### src/rtl/uart_rx_ctrl.sv
// ---------------------------------------------------------------------------
// uart_rx_ctrl
//   Receive-side sequencer for a UART. Qualifies the start bit at mid-bit,
//   samples each following bit one bit period later using an oversampling
//   baud tick, shifts data in LSB-first and checks the stop bit. Completed
//   bytes go to the consumer through a one-entry valid/ready buffer.
//
// Parameters
//   DATA_BITS    data bits per frame (5..9)
//   OVERSAMPLE   baud_tick_i pulses per bit period (even, >= 8)
//
// Ports
//   clk_i         system clock, rising edge
//   rst_i         asynchronous active-high reset
//   baud_tick_i   1-cycle pulse, OVERSAMPLE per bit period
//   rx_datain_i   serial line, idle high, asynchronous to clk_i
//   rx_data_o     received byte, stable while rx_valid_o = 1
//   rx_valid_o    byte available, held until accepted
//   rx_ready_i    consumer accepts when rx_valid_o & rx_ready_i
//   frame_err_o   1-cycle pulse: stop bit sampled low
//   overrun_o     1-cycle pulse: byte completed while buffer full, byte dropped
//   rx_busy_o     high whenever the sequencer is not idle
//
// Build option
//   UART_PARITY_EN  adds a parity bit after the data bits, input parity_odd_i
//                   (1 = odd, 0 = even) and output parity_err_o (1-cycle pulse
//                   alongside delivery of a byte whose parity mismatched).
// ---------------------------------------------------------------------------
module uart_rx_ctrl #(
    parameter int DATA_BITS  = 8,
    parameter int OVERSAMPLE = 16
) (
    input  logic                 clk_i,
    input  logic                 rst_i,
    input  logic                 baud_tick_i,
    input  logic                 rx_datain_i,
`ifdef UART_PARITY_EN
    input  logic                 parity_odd_i,
    output logic                 parity_err_o,
`endif
    output logic [DATA_BITS-1:0] rx_data_o,
    output logic                 rx_valid_o,
    input  logic                 rx_ready_i,
    output logic                 frame_err_o,
    output logic                 overrun_o,
    output logic                 rx_busy_o
);

    localparam int TICK_W = $clog2(OVERSAMPLE);
    localparam int BIT_W  = (DATA_BITS > 1) ? $clog2(DATA_BITS) : 1;

    localparam logic [TICK_W-1:0] MID_TICK = TICK_W'(OVERSAMPLE / 2 - 1);
    localparam logic [TICK_W-1:0] END_TICK = TICK_W'(OVERSAMPLE - 1);
    localparam logic [BIT_W-1:0]  LAST_BIT = BIT_W'(DATA_BITS - 1);

    localparam logic [2:0] S_IDLE     = 3'd0;
    localparam logic [2:0] S_START    = 3'd1;
    localparam logic [2:0] S_DATA     = 3'd2;
`ifdef UART_PARITY_EN
    localparam logic [2:0] S_PARITY   = 3'd3;
`endif
    localparam logic [2:0] S_STOP     = 3'd4;
    localparam logic [2:0] S_BRK_WAIT = 3'd5;

    // Line synchroniser; both flops reset to the idle (high) level.
    logic                 sync1_q, sync2_q;
    logic                 rx_s;

    logic [2:0]           state_q,     state_d;
    logic [TICK_W-1:0]    tick_cnt_q,  tick_cnt_d;
    logic [BIT_W-1:0]     bit_cnt_q,   bit_cnt_d;
    logic [DATA_BITS-1:0] shreg_q,     shreg_d;
    logic [DATA_BITS-1:0] rx_data_q,   rx_data_d;
    logic                 rx_valid_q,  rx_valid_d;
    logic                 frame_err_q, frame_err_d;
    logic                 overrun_q,   overrun_d;
    logic                 deliver;
`ifdef UART_PARITY_EN
    logic                 par_bad_q,   par_bad_d;
    logic                 par_err_q,   par_err_d;
`endif

    assign rx_s = sync2_q;

    // Sequencer: counters only move on baud_tick_i, so a missing tick
    // simply freezes the frame in place.
    always_comb begin
        state_d     = state_q;
        tick_cnt_d  = tick_cnt_q;
        bit_cnt_d   = bit_cnt_q;
        shreg_d     = shreg_q;
        frame_err_d = 1'b0;
        deliver     = 1'b0;
`ifdef UART_PARITY_EN
        par_bad_d   = par_bad_q;
`endif
        case (state_q)
            S_IDLE: begin
                if (!rx_s) begin
                    tick_cnt_d = '0;
                    state_d    = S_START;
                end
            end
            S_START: begin
                if (baud_tick_i) begin
                    if (tick_cnt_q == MID_TICK) begin
                        tick_cnt_d = '0;
                        if (!rx_s) begin
                            bit_cnt_d = '0;
                            state_d   = S_DATA;
                        end else begin
                            // Line went back high before mid-bit: a glitch.
                            state_d   = S_IDLE;
                        end
                    end else begin
                        tick_cnt_d = tick_cnt_q + 1'b1;
                    end
                end
            end
            S_DATA: begin
                if (baud_tick_i) begin
                    if (tick_cnt_q == END_TICK) begin
                        tick_cnt_d = '0;
                        // LSB arrives first, so new bits enter at the top and
                        // walk down to their final position.
                        shreg_d    = {rx_s, shreg_q[DATA_BITS-1:1]};
                        if (bit_cnt_q == LAST_BIT) begin
`ifdef UART_PARITY_EN
                            state_d = S_PARITY;
`else
                            state_d = S_STOP;
`endif
                        end else begin
                            bit_cnt_d = bit_cnt_q + 1'b1;
                        end
                    end else begin
                        tick_cnt_d = tick_cnt_q + 1'b1;
                    end
                end
            end
`ifdef UART_PARITY_EN
            S_PARITY: begin
                if (baud_tick_i) begin
                    if (tick_cnt_q == END_TICK) begin
                        tick_cnt_d = '0;
                        // Total ones over data+parity must be odd when
                        // parity_odd_i=1 and even otherwise.
                        par_bad_d  = ((^shreg_q) ^ rx_s) != parity_odd_i;
                        state_d    = S_STOP;
                    end else begin
                        tick_cnt_d = tick_cnt_q + 1'b1;
                    end
                end
            end
`endif
            S_STOP: begin
                if (baud_tick_i) begin
                    if (tick_cnt_q == END_TICK) begin
                        tick_cnt_d = '0;
                        if (rx_s) begin
                            deliver = 1'b1;
                            state_d = S_IDLE;
                        end else begin
                            frame_err_d = 1'b1;
                            state_d     = S_BRK_WAIT;
                        end
                    end else begin
                        tick_cnt_d = tick_cnt_q + 1'b1;
                    end
                end
            end
            S_BRK_WAIT: begin
                // A held-low line (break) must not be mistaken for a new start.
                if (rx_s) begin
                    state_d = S_IDLE;
                end
            end
            default: begin
                state_d = S_IDLE;
            end
        endcase
    end

    // One-entry output buffer. A handshake in the same cycle as a delivery
    // frees the slot, so the new byte is taken without an overrun.
    always_comb begin
        rx_data_d  = rx_data_q;
        rx_valid_d = rx_valid_q;
        overrun_d  = 1'b0;
`ifdef UART_PARITY_EN
        par_err_d  = 1'b0;
`endif
        if (rx_valid_q && rx_ready_i) begin
            rx_valid_d = 1'b0;
        end
        if (deliver) begin
            if (rx_valid_q && !rx_ready_i) begin
                overrun_d = 1'b1;
            end else begin
                rx_data_d  = shreg_q;
                rx_valid_d = 1'b1;
`ifdef UART_PARITY_EN
                par_err_d  = par_bad_q;
`endif
            end
        end
    end

    always_ff @(posedge clk_i or posedge rst_i) begin
        if (rst_i) begin
            sync1_q     <= 1'b1;
            sync2_q     <= 1'b1;
            state_q     <= S_IDLE;
            tick_cnt_q  <= '0;
            bit_cnt_q   <= '0;
            shreg_q     <= '0;
            rx_data_q   <= '0;
            rx_valid_q  <= 1'b0;
            frame_err_q <= 1'b0;
            overrun_q   <= 1'b0;
`ifdef UART_PARITY_EN
            par_bad_q   <= 1'b0;
            par_err_q   <= 1'b0;
`endif
        end else begin
            sync1_q     <= rx_datain_i;
            sync2_q     <= sync1_q;
            state_q     <= state_d;
            tick_cnt_q  <= tick_cnt_d;
            bit_cnt_q   <= bit_cnt_d;
            shreg_q     <= shreg_d;
            rx_data_q   <= rx_data_d;
            rx_valid_q  <= rx_valid_d;
            frame_err_q <= frame_err_d;
            overrun_q   <= overrun_d;
`ifdef UART_PARITY_EN
            par_bad_q   <= par_bad_d;
            par_err_q   <= par_err_d;
`endif
        end
    end

    assign rx_data_o   = rx_data_q;
    assign rx_valid_o  = rx_valid_q;
    assign frame_err_o = frame_err_q;
    assign overrun_o   = overrun_q;
    assign rx_busy_o   = (state_q != S_IDLE);
`ifdef UART_PARITY_EN
    assign parity_err_o = par_err_q;
`endif

endmodule

### config.mk
export PLATFORM = sky130hd
export DESIGN_NAME = uart_rx_ctrl
export DESIGN_NICKNAME = d
export VERILOG_FILES = /design/src/rtl/uart_rx_ctrl.sv
export SDC_FILE = /design/constraint.sdc
export NUM_CORES = 1
export LEC_CHECK = 0
export CORE_UTILIZATION = 45
export CTS_CLUSTER_SIZE = 14
export DETAILED_ROUTE_END_ITERATION = 10
export HOLD_SLACK_MARGIN = 0.05
export PLACE_DENSITY_LB_ADDON = 0.3
export SYNTH_ARGS = -nofsm -noshare
export SYNTH_HDL_FRONTEND = slang
export SYNTH_SLANG_ARGS = --single-unit
### constraint.sdc
create_clock -name clk_i -period 1.6 [get_ports clk_i]
set_clock_uncertainty 0.05 [all_clocks]
set_input_delay 0.16 -clock clk_i [delete_from_list [all_inputs] [get_ports clk_i]]
set_output_delay 0.16 -clock clk_i [all_outputs]
set_load 0.02 [all_outputs]
Word level (Yosys, flattened, before mapping)

Index checks and enable logic that the tools add are counted.

Register bits after elaboration: 31
Input port bits: 5
Output and inout bits: 12
Logic and storage cells: 83

Add/sub/neg operators: 2
Eq/ne operators: 19
Multiplexer cells: 38
Bitwise operators: 1
Reductions and logical operators: 13

Operator list:

| cell                                                            | number |
|---|---|
| 3-bit 2-to-1 mux                                                | 16 |
| 2-bit != test, second input constant                            | 11 |
| 4-bit 2-to-1 mux                                                | 5 |
| 3-bit case mux with 5 select lines                              | 1 |
| 1-bit 2-to-1 mux                                                | 13 |
| 4-bit case mux with 3 select lines                              | 1 |
| 3-bit == test, second input constant                            | 3 |
| 9-bit AND reduction                                             | 1 |
| 7-bit AND reduction                                             | 1 |
| 3-bit case mux with 2 select lines                              | 1 |
| 3-bit nonzero test                                              | 2 |
| 4-bit by 1-bit adder with 4-bit output, second input constant   | 1 |
| 4-bit by 3-bit == test with 1-bit output, second input constant | 1 |
| 4-bit == test, second input constant                            | 1 |
| 4-bit AND reduction                                             | 1 |
| 3-bit by 1-bit adder with 3-bit output, second input constant   | 1 |
| 3-bit by 1-bit == test with 1-bit output, second input constant | 1 |
| 3-bit by 2-bit == test with 1-bit output, second input constant | 1 |
| 3-bit logical NOT                                               | 1 |
| 3-bit AND reduction                                             | 1 |
| 1-bit logical AND                                               | 2 |
| 2-bit 2-to-1 mux                                                | 1 |
| 2-bit by 1-bit != test with 1-bit output, second input constant | 1 |
| 2-bit AND reduction                                             | 1 |
| other kinds (4)                                                 | 4 |

Longest topological paths before layout

Depth after elaboration: 5
Depth in mapped cells: 5

Worst setup path after synthesis

OpenSTA, ideal clock, no wires.

Path type: reg-to-reg
Start: register tick_cnt_q[0]
End: register tick_cnt_q[3]
Arrival time: 1.618 ns
Required time: 1.486 ns
Path slack: -0.132 ns
Cell stages (with the launch flop): 6
Buffers on the path: 0
Cells stage by stage: dfrtp_1 -> ha_1 -> and3_1 -> o32a_1 -> a2111oi_2 -> a211o_1

Cells in the longest elaborated chain, start to end: 4

Ends and longest elaborated chain:

| element                                                        | RTL line      | source |
|---|---|---|
| start: declaration                                             | 70            | `logic [TICK_W-1:0] tick_cnt_q, tick_cnt_d;` |
| start signal: assignment                                       | 229           | `tick_cnt_q <= tick_cnt_d;` |
| 4-bit by 1-bit adder with 4-bit output (tied with other cells) | 116, 137, 168 |  |
| 4-bit 2-to-1 mux (on tied branches)                            | 122, 158, 106 |  |
| 4-bit 2-to-1 mux (on tied branches)                            | 121, 105      |  |
| 4-bit case mux with 3 select lines (*)                         | 97            | `case (state_q)` |

Every way passes the cells marked *; elsewhere a longest branch is shown, timed or not. The select of a mux whose other input is x is not followed.
A chain may end at the register's enable or synchronous reset.

Worst setup path in the final report

Start: register state_q[1]
End: register tick_cnt_q[3]

Cells in the longest elaborated chain, start to end: 4

Ends and longest elaborated chain:

| element                                                                                                | RTL line | source |
|---|---|---|
| start: declaration                                                                                     | 69       | `logic [2:0] state_q, state_d;` |
| start signal: assignment                                                                               | 228      | `state_q <= state_d;` |
| 3-bit == test / 3-bit by 2-bit == test with 1-bit output (equally long branches)                       | 97       |  |
| 2-bit OR reduction (no source line)                                                                    | n/a      |  |
| 2-bit by 1-bit != test with 1-bit output (no source line) / 3-bit nonzero test (equally long branches) | n/a      |  |
| 4-bit AND reduction (no source line)                                                                   | n/a      |  |

Parallel ways exist; a longest one is shown, timed or not.

==> flow_metrics.py <==
metrics = {
    "status": {
        "status": "complete, but fails checks",
        "violations": "setup timing",
    },
    "final_layout": {
        "layout_common_cells": "29 x buf_4, 26 x dfrtp_1, 15 x clkdlybuf4s50_1, 9 x mux2_4, 8 x mux2_2",
        "finalNonFillerCells": 226,
        "design_area_um2": 2210,
        "syn_to_final_growth_pct": 48.0,
        "finalNetCount": 189,
        "diodes": 0,
        "final_common_cell": "buf_4",
        "final_layout_size_suffix_gt1_frac": 0.484,
        "nFillCells": 226,
    },
    "synth": {
        "async_flop_share": 1.00,
        "synth.net_count": 134,
        "synth_cell_types": 47,
        "ys_ff_latch": 31,
        "synth_area_um2": 1490,
        "synth_flop_cell": "dfrtp_1",
        "yosys_warnings": 0,
        "synth-edff-count": 0,
        "synth-seq-area-share": 0.522,
        "syn_inst": 126,
        "avgSynthCellArea_um2": 11.8,
    },
    "clock_network": {
        "worstSkewPairLatency_ps": 310,
        "cts_hold_buf": 0,
        "h-tree-depth": 2,
        "clk_pin_slew_worst_paths_ps": 90,
        "tritoncts": "done",
        "cts_root_buffer": "clkbuf_4",
        "clk_path_buf_depth": 2,
        "clock_sinks": 31,
        "cts_buffers": 5,
    },
    "critical_path": {
        "startpoint_type": "flop",
        "critPathMaxFanout": 5,
        "crit_family": "compound AO/OA/AOI/OAI gates",
        "critical_path_buf_inv_count": 1,
        "required_ps": 1810,
        "crit_chain": "buf_6 -> or3b_4 -> o32a_1 -> a2111oi_2 -> a211o_1",
        "arrival_ps": 1980,
        "slowest_stage": "dfrtp_2",
        "worstSetupPathType": "reg2reg",
        "end_kind": "flop",
        "slowest_delay_ps": 450,
    },
    "timing": {
        "whs_ps": 191,
        "max_freq_mhz": 564,
        "period_needed_ps": 1770,
        "rsz0062_at_grt": "yes",
        "finalSetupViolCount": 23,
        "finalWorstSetupSlack_ps": -172,
        "max-slew-margin-rel": 0.685,
        "worst_pin_slew_ps": 466,
        "post-route-period-util": 1.11,
        "hold_viol_final": 0,
        "drv_slew": 0,
    },
    "floorplan": {
        "coreArea_um2": 3100,
        "start_util": 0.481,
        "die_y_um": 59.6,
        "rows": 20,
        "ios": 17,
        "die_width_um": 59.6,
        "die_area_um2": 3550,
    },
    "drt": {
        "wirelength_mm": 3.77,
        "wire_per_inst_um": 16.7,
        "dr_wl_met3_um": 139,
        "ant_nets": 0,
        "wl_met2_mm": 2.04,
        "avgViaCountPerCell": 5.40,
        "vias": 1221,
        "met1_length_mm": 1.56,
        "remaining_drc_errors": 0,
        "firstDrtPassIters": 4,
        "drt_iter0_drc": 56,
        "top_layer": "met4",
    },
    "grt": {
        "grt_usage": 0.220,
        "grt_pass1_vias": 1176,
        "antenna_found_initial": 0,
        "grt_max_degree": 32,
        "grt-ovfl-total": 0,
        "grt_pass1_wl_mm": 5.59,
    },
    "placement": {
        "dpl.hpwl_mm": 2.30,
        "placed_area_um2": 1910,
        "gp_congestion": 0.784,
        "dpl_worst_slack_ps": -324,
        "port-buffer-count": 16,
        "dp.cells": 208,
    },
    "power": {
        "leakage_nw": 1.03,
        "vdd_drop_max_mv": 0.874,
        "p_per_area_nw_per_um2": 1280,
    },
    "worst_hold_path": {
        "hp-class": "in2async",
    },
    "run": {
        "cap_violations": 0,
    },
}
==> area by class of cell <==
| cell class | count | area (um^2) | share of cell area |
|---|---|---|---|
| multi-input combinational | 85 | 827 | 0.375 |
| inverter | 6 | 22.5 | 0.0102 |
| timing repair buffer | 52 | 452 | 0.205 |
| tap | 44 | 55.1 | 0.0249 |
| sequential | 31 | 782 | 0.354 |
| clock buffer | 8 | 68.8 | 0.0312 |
==> registers in the layout (all words and copies together), names as in the netlist <==
| signal | cells |
|---|---|
| tick_cnt_q | 4 |
| overrun_o | 1 |
| rx_valid_o | 1 |
| rx_s | 1 |
| sync1_q | 1 |
| shreg_q | 8 |
| bit_cnt_q | 3 |
| rx_data_o | 8 |
| state_q | 3 |
| frame_err_o | 1 |
==> cells by family after synthesis <==
logic type,count (synthesis),share of synthesized area
and+or+nand+nor,36,0.147
DFF,31,0.522
AOI/OAI and AO/OA,26,0.129
muxes,19,0.142
buffers and inverters,10,0.0294
adders and majority gates,3,0.0252
xor gates and xnor gates,1,0.00587
==> cells in the mapped netlist (2+ instances only) <==
cell,count,area share
nor2_2,2,0.0084
nand3_1,2,0.0067
a211o_1,2,0.012
and3_1,2,0.0084
dfstp_2,2,0.035
or3b_1,2,0.012
ha_1,3,0.025
nand2_1,5,0.013
or3_1,2,0.0084
nor2b_1,3,0.013
buf_2,2,0.0067
mux2i_1,2,0.013
o21ai_0,6,0.020
mux2_2,16,0.12
dfrtp_1,29,0.49
inv_1,6,0.015
nor2_1,5,0.013
a21oi_1,4,0.013
nand2b_1,3,0.013
==> power breakdown <==
| part | leakage, nW | total [W] | switching [W] | internal [W] |
|---|---|---|---|---|
| clock | 0.0386 | 0.000506 | 0.000248 | 0.000259 |
| sequential | 0.415 | 0.000996 | 0.000121 | 0.000875 |
| combinational | 0.578 | 0.00132 | 0.000606 | 0.000712 |
==> repair_timing <==
action	in CTS	in global routing
pin swaps	4	10
setup buffers	4	6
resized for setup	22	27
endpoints found under the setup margin	27	27
cloned	0	0
==> worst reg2reg max path: stages (launching register included) <==
cell       delay (ps)
dfrtp_2           450
buf_6             140
or3b_4            380
o32a_1            300
a2111oi_2         260
a211o_1           150
==> worst paths after layout <==
kind / from / cells past startpoint / slack [ps] / to
max reg2reg: state_q[1]$_DFFE_PP0P_ / 5 / -170 / tick_cnt_q[3]$_DFFE_PP0P_
max: state_q[1]$_DFFE_PP0P_ / 5 / -170 / tick_cnt_q[3]$_DFFE_PP0P_
max in group asynchronous: rst_i / 3 / 990 / sync1_q$_DFF_PP1_
min in group clk_i: rx_datain_i / 1 / 200 / sync1_q$_DFF_PP1_
min: rst_i / 3 / 190 / tick_cnt_q[2]$_DFFE_PP0P_
min reg2reg: sync1_q$_DFF_PP1_ / 0 / 310 / rx_s$_DFF_PP1_
==> routing by layer <==
| layer | vias up | GRT usage |
|---|---|---|
| met3 | 4 | 0.0721 |
| met1 | 607 | 0.266 |
| li1 | 578 | - |
| met4 | 0 | 0.0532 |
| met5 | - | 0 |
| met2 | 32 | 0.377 |
==> through the flow <==
| stage | utilization | power, W | setup TNS, ps |
|---|---|---|---|
| 3_5_place_dp | 0.614 | 0.00196 | -5880 |
| 2_1_floorplan | - | 0.00153 | -38.7 |
| 5_1_grt | 0.711 | 0.00297 | -3850 |
| 6_report | 0.711 | 0.00282 | -2390 |
| 3_3_place_gp | 0.614 | 0.00193 | -4940 |
| 4_1_cts | 0.662 | 0.00254 | -2250 |
Note: power is estimated with default switching activity, not from simulation.
==> variant 1 (same settings) <==
The option `UART_PARITY_EN` is turned on by a define.
--- a/src/rtl/uart_rx_ctrl.sv
+++ b/src/rtl/uart_rx_ctrl.sv
@@ -26,6 +26,8 @@
 //                   (1 = odd, 0 = even) and output parity_err_o (1-cycle pulse
 //                   alongside delivery of a byte whose parity mismatched).
 // ---------------------------------------------------------------------------
+`define UART_PARITY_EN
+
 module uart_rx_ctrl #(
     parameter int DATA_BITS  = 8,
     parameter int OVERSAMPLE = 16
Interface: changed (added parity_err_o and parity_odd_i); port bits go from 17 to 19. The function was not compared with the original's and may differ.
==> variant 1 against the unedited design <==
- routed wire length rose by 11%
- hold slack worse by 32 ps
- global-route usage decreased by 1.0 points
- cell area grew 14%
- power up 35%
- synthesized cell count increased by 21%
- sequential cell count rose by 2
- area after synthesis increased by 17%
- worst setup slack improved by 56 ps
- clock power rose by 29%
- the flow still finishes with violations (setup timing)
- first-iteration DRC count up 64%
==> variant 1: results (changes against the unedited design) <==
run_status: "finished with violations"
violations: "setup timing"
use_met3: 0.0321  # -0.0399
drt_iter0_drc: 92  # +64%
clk_pin_slew_ps: 80
grt_pass1_wl_um: 6540  # +17%
cp.arrival_ps: 1880  # -100 ps
fillers: 287  # +27%
clkLatencyLatePin_ps: 290  # -20 ps
seq_area_frac_synth: 0.474  # -0.0476
p_leak_uw: 0.00115  # +12%
gp_congestion: 0.832  # +6.1%
setup_slack_ps: -115  # +56.3 ps
wl_per_cell_um: 16.2  # -3.2%
antenna_found_initial: 0  # unchanged
synth_area_leaders: "dfrtp_1, mux2_2, xnor2_1, dfstp_2, buf_6"
reg2reg_to: "state_q[0]"
ir_drop_mv: 0.724  # -17%
path_max_fanout: 8  # +3
final_net_count: 219  # +16%
setup_viol: 20  # -13%
place_hpwl_um: 2680  # +17%
relSlewSlack: 0.797  # +0.113
grt_max_degree: 34  # +6.3%
grt_use_met2: 0.332  # -0.0456
synthTopCellsByCount: "dfrtp_1, mux2_2, nand2_1, inv_1, nor2_1"
first_global_vias: 1402  # +19%
r2r_start: "state_q[0]"
synth_cell_type_count: 45  # -4.3%
power_switching_uw: 1430  # +46%
portBuffers: 18  # +2
post_route_cells_drive_above_1_share: 0.474  # -0.00958
grt_use_met1: 0.282  # +0.0161
synth_fp_nets: 161  # +20%
track_usage: 0.209  # -0.0104
routed_via_density: 5.34  # -1.2%
## variant 1: worst max path at each step
stage / cells after the start / endpoint / slack, ps / start
finish: 5 / state_q[0] / -120 / state_q[0]
global placement: 4 / tick_cnt_q[0] / -240 / baud_tick_i
floorplan: 4 / tick_cnt_q[0] / -60 / state_q[0]
CTS: 4 / tick_cnt_q[0] / -120 / state_q[0]
global route: 4 / tick_cnt_q[0] / -170 / state_q[0]
detailed placement: 4 / tick_cnt_q[0] / -270 / baud_tick_i
## variant 1: power by group through the flow
stage          clock network, uW  logic, uW  registers, uW
4_1_cts                      658       1710           1140
6_report                     652       2000           1150
3_3_place_gp                   0       1540           1140
2_1_floorplan                  0       1040           1110
5_1_grt                      687       2160           1170
3_5_place_dp                   0       1580           1150
## variant 1: layout make-up
class	instances	share of cell area
Multi-Input combinational cell	103	0.395
Inverter	8	0.0120
Timing Repair Buffer	59	0.202
Clock buffer	5	0.0274
Sequential cell	33	0.331
Clock inverter	3	0.00896
Tap cell	48	0.0239
## variant 1: cells by family (layout without fill, tap and decap cells)
kind of cell,after synthesis,count (layout),synth area share
AOI/OAI and AO/OA,27,27,0.115
xor gates and xnor gates,10,10,0.0580
adders and majority gates,3,3,0.0215
buffers and inverters,17,75,0.0609
DFF,33,33,0.474
muxes,22,22,0.145
and+or+nand+nor,40,41,0.125
## variant 1: routing by layer
metal	share of wire	vias up	wire length (um)
li1	-	659	-
met1	0.44	691	1860
met2	0.51	26	2150
met3	0.025	7	106
met4	0.017	0	70
met5	0	-	0
## variant 1: critical path, cell delays in order (launching register included)
cell and delay [ps]:
dfrtp_2 460, or3_4 390, buf_4 160, a21oi_4 190
a2bb2oi_4 190, mux2i_1 190
## variant 1: per-stage QoR
| step | std cells | worst slack (ps) | hold slack [ps] | cell area [sq um] | setup TNS (ps) |
|---|---|---|---|---|---|
| floorplan | 152 | -62.2 | 114 | 1800 | -364 |
| global placement | 243 | -237 | 296 | 2230 | -4540 |
| detailed placement | 243 | -266 | 302 | 2230 | -5360 |
| CTS | 255 | -123 | 167 | 2380 | -820 |
| global route | 259 | -174 | 209 | 2510 | -2380 |
| finish | 259 | -115 | 159 | 2510 | -1340 |
## variant 1: timing repair
action,4_1_cts,5_1_grt
endpoints found under the setup margin,28,26
pin swaps,9,8
buffers inserted,4,4
gates resized for setup,19,20
endpoints found under the hold margin,0,0
gates cloned,1,0
==> variant 2 (config.mk and constraints unchanged) <==
Without the edit above. One comparison of `tick_cnt_q` changes from == to >=.
--- a/src/rtl/uart_rx_ctrl.sv
+++ b/src/rtl/uart_rx_ctrl.sv
@@ -103,7 +103,7 @@
             end
             S_START: begin
                 if (baud_tick_i) begin
-                    if (tick_cnt_q == MID_TICK) begin
+                    if (tick_cnt_q >= MID_TICK) begin
                         tick_cnt_d = '0;
                         if (!rx_s) begin
                             bit_cnt_d = '0;
Behaviour: no difference found for any inputs over 10 cycles, from zero or initial values and one cycle with rst_i high; that may be too few to reach the edited logic, so the function may still have changed.
==> variant 2 against the unedited design <==
- the run still ends with setup timing left
- worst setup slack worse by 140 ps
- sequential power down 7.5%
- critical path depth grew 1
- die area about the same
- clock power grew 6.1%
- first-iteration DRC count down 52%
- cell area up 3.7%
- power up 7.2%
- sequential cell count is the same
- sequential share of layout area decreased by 1.3 points
- routed wire length decreased by 6.0%
- count of clock-buffer cells in the layout decreased by 1
- area after synthesis about the same
==> variant 2: results (changes against the unedited design) <==
p_leak_uw: 0.00111  # +7.5%
routed_via_density: 5.29  # -2.1%
ys_warn_count: 0  # unchanged
fillers: 227  # +0.44%
seq_area_frac_synth: 0.522  # about the same
drt_wl_total_um: 3550  # -6.0%
place_hpwl_um: 2140  # -6.7%
placed_cells: 203  # -2.4%
async_flop_share: 1.00  # unchanged
wl_per_cell_um: 15.4  # -7.6%
postSynthCellCount: 122  # -3.2%
power_switching_uw: 1020  # +5.1%
report.final.slew_viol_count: 0  # unchanged
synthTopCellsByCount: "dfrtp_1, mux2_2, nor2_1, nand2_1"
first_global_vias: 1246  # +6.0%
gp_congestion: 0.842  # +7.4%
grt_pass1_wl_um: 5520  # -1.2%
track_usage: 0.219  # -0.000736
post_route_cells_drive_above_1_share: 0.543  # +0.0595
setup_slack_ps: -307  # -135 ps
relSlewSlack: 0.743  # +0.0580
synth_area_leaders: "dfrtp_1, mux2_2, dfstp_2, ha_1, nor2_1"
violations: "setup timing"
clkLatencyLatePin_ps: 340  # +30 ps
setup_tns_ps: -3180  # -793 ps
ir_drop_mv: 0.882  # +0.96%
drt_iter0_drc: 27  # -52%
rr_worst_depth: 6  # +1
portBuffers: 16  # unchanged
synth_fp_nets: 130  # -3.0%
startpoint: "bit_cnt_q[1]"
run_status: "finished with violations"
path_max_fanout: 3  # -2
final_net_count: 193  # +2.1%
clk_pin_slew_ps: 110  # +20 ps
setup_viol: 27  # +17%
critPathCapture: "bit_cnt_q[0]"
cp.arrival_ps: 2090  # +110 ps
synth_cell_type_count: 46  # -2.1%
root_buffer: "clkbuf_4"
-- variant 2: cell families after synthesis --
logic type | after synthesis | synth area share
buffers and inverters | 7 | 0.0302
AOI/OAI and AO/OA | 25 | 0.120
and+or+nand+nor | 36 | 0.151
xor gates and xnor gates | 1 | 0.00588
DFF | 31 | 0.522
adders and majority gates | 3 | 0.0252
muxes | 19 | 0.145
-- variant 2: metrics by stage --
step / utilization / setup WS, ps / hold slack (ps) / instance area (sq um)
after global placement: 0.610 / -239 / 297 / 1890
after detailed placement: 0.610 / -297 / 303 / 1890
after floorplan: - / -276 / 114 / 1510
final: 0.738 / -307 / 135 / 2290
after CTS: 0.681 / -290 / 138 / 2110
after global routing: 0.738 / -350 / 155 / 2290
-- variant 2: final cells by class --
cell class	count	area [sq um]	area share
multi-input cells	84	805	0.351
flip-flops and latches	31	781	0.341
repair buffers	62	573	0.250
clock buffers	7	65.1	0.0284
well taps	44	55.1	0.0240
clock inverters	1	7.51	0.00328
inverters	1	3.75	0.00164
-- variant 2: what timing repair did --
action / 4_1_cts / 5_1_grt
buffers inserted: 8 / 13
setup endpoints to repair: 27 / 27
gates cloned: 1 / 0
pin swaps: 7 / 8
gates resized for setup: 19 / 23
-- variant 2: worst min-delay path by stage --
| stage | endpoint |
|---|---|
| floorplan | sync1_q |
| global placement | rx_s |
| detailed placement | rx_s |
| CTS | rx_data_o[7] |
| global route | sync1_q |
| finish | rx_data_o[7] |
-- variant 2: power by group through the flow --
stage	logic [uW]	registers (uW)	clock network [uW]
final	1560	921	537
after global routing	1680	929	585
after CTS	1200	927	549
after detailed placement	1030	939	0
after global placement	992	938	0
after floorplan	647	919	0
-- variant 2: metal layers --
layer	routed length (um)	part of all wire	up-vias	track usage
met5	0	0	-	0
met4	164	0.046	0	0.156
met3	145	0.041	21	0.0699
met2	1790	0.51	40	0.347
met1	1440	0.41	585	0.249
li1	-	-	571	-
-- variant 2: worst max-delay path, cell delays in order (launching register included) --
cell and delay, ps:
dfrtp_1 410, ha_2 210, ha_4 160, a2bb2oi_1 130, or2_1 230, or3_4 350
mux2_4 270
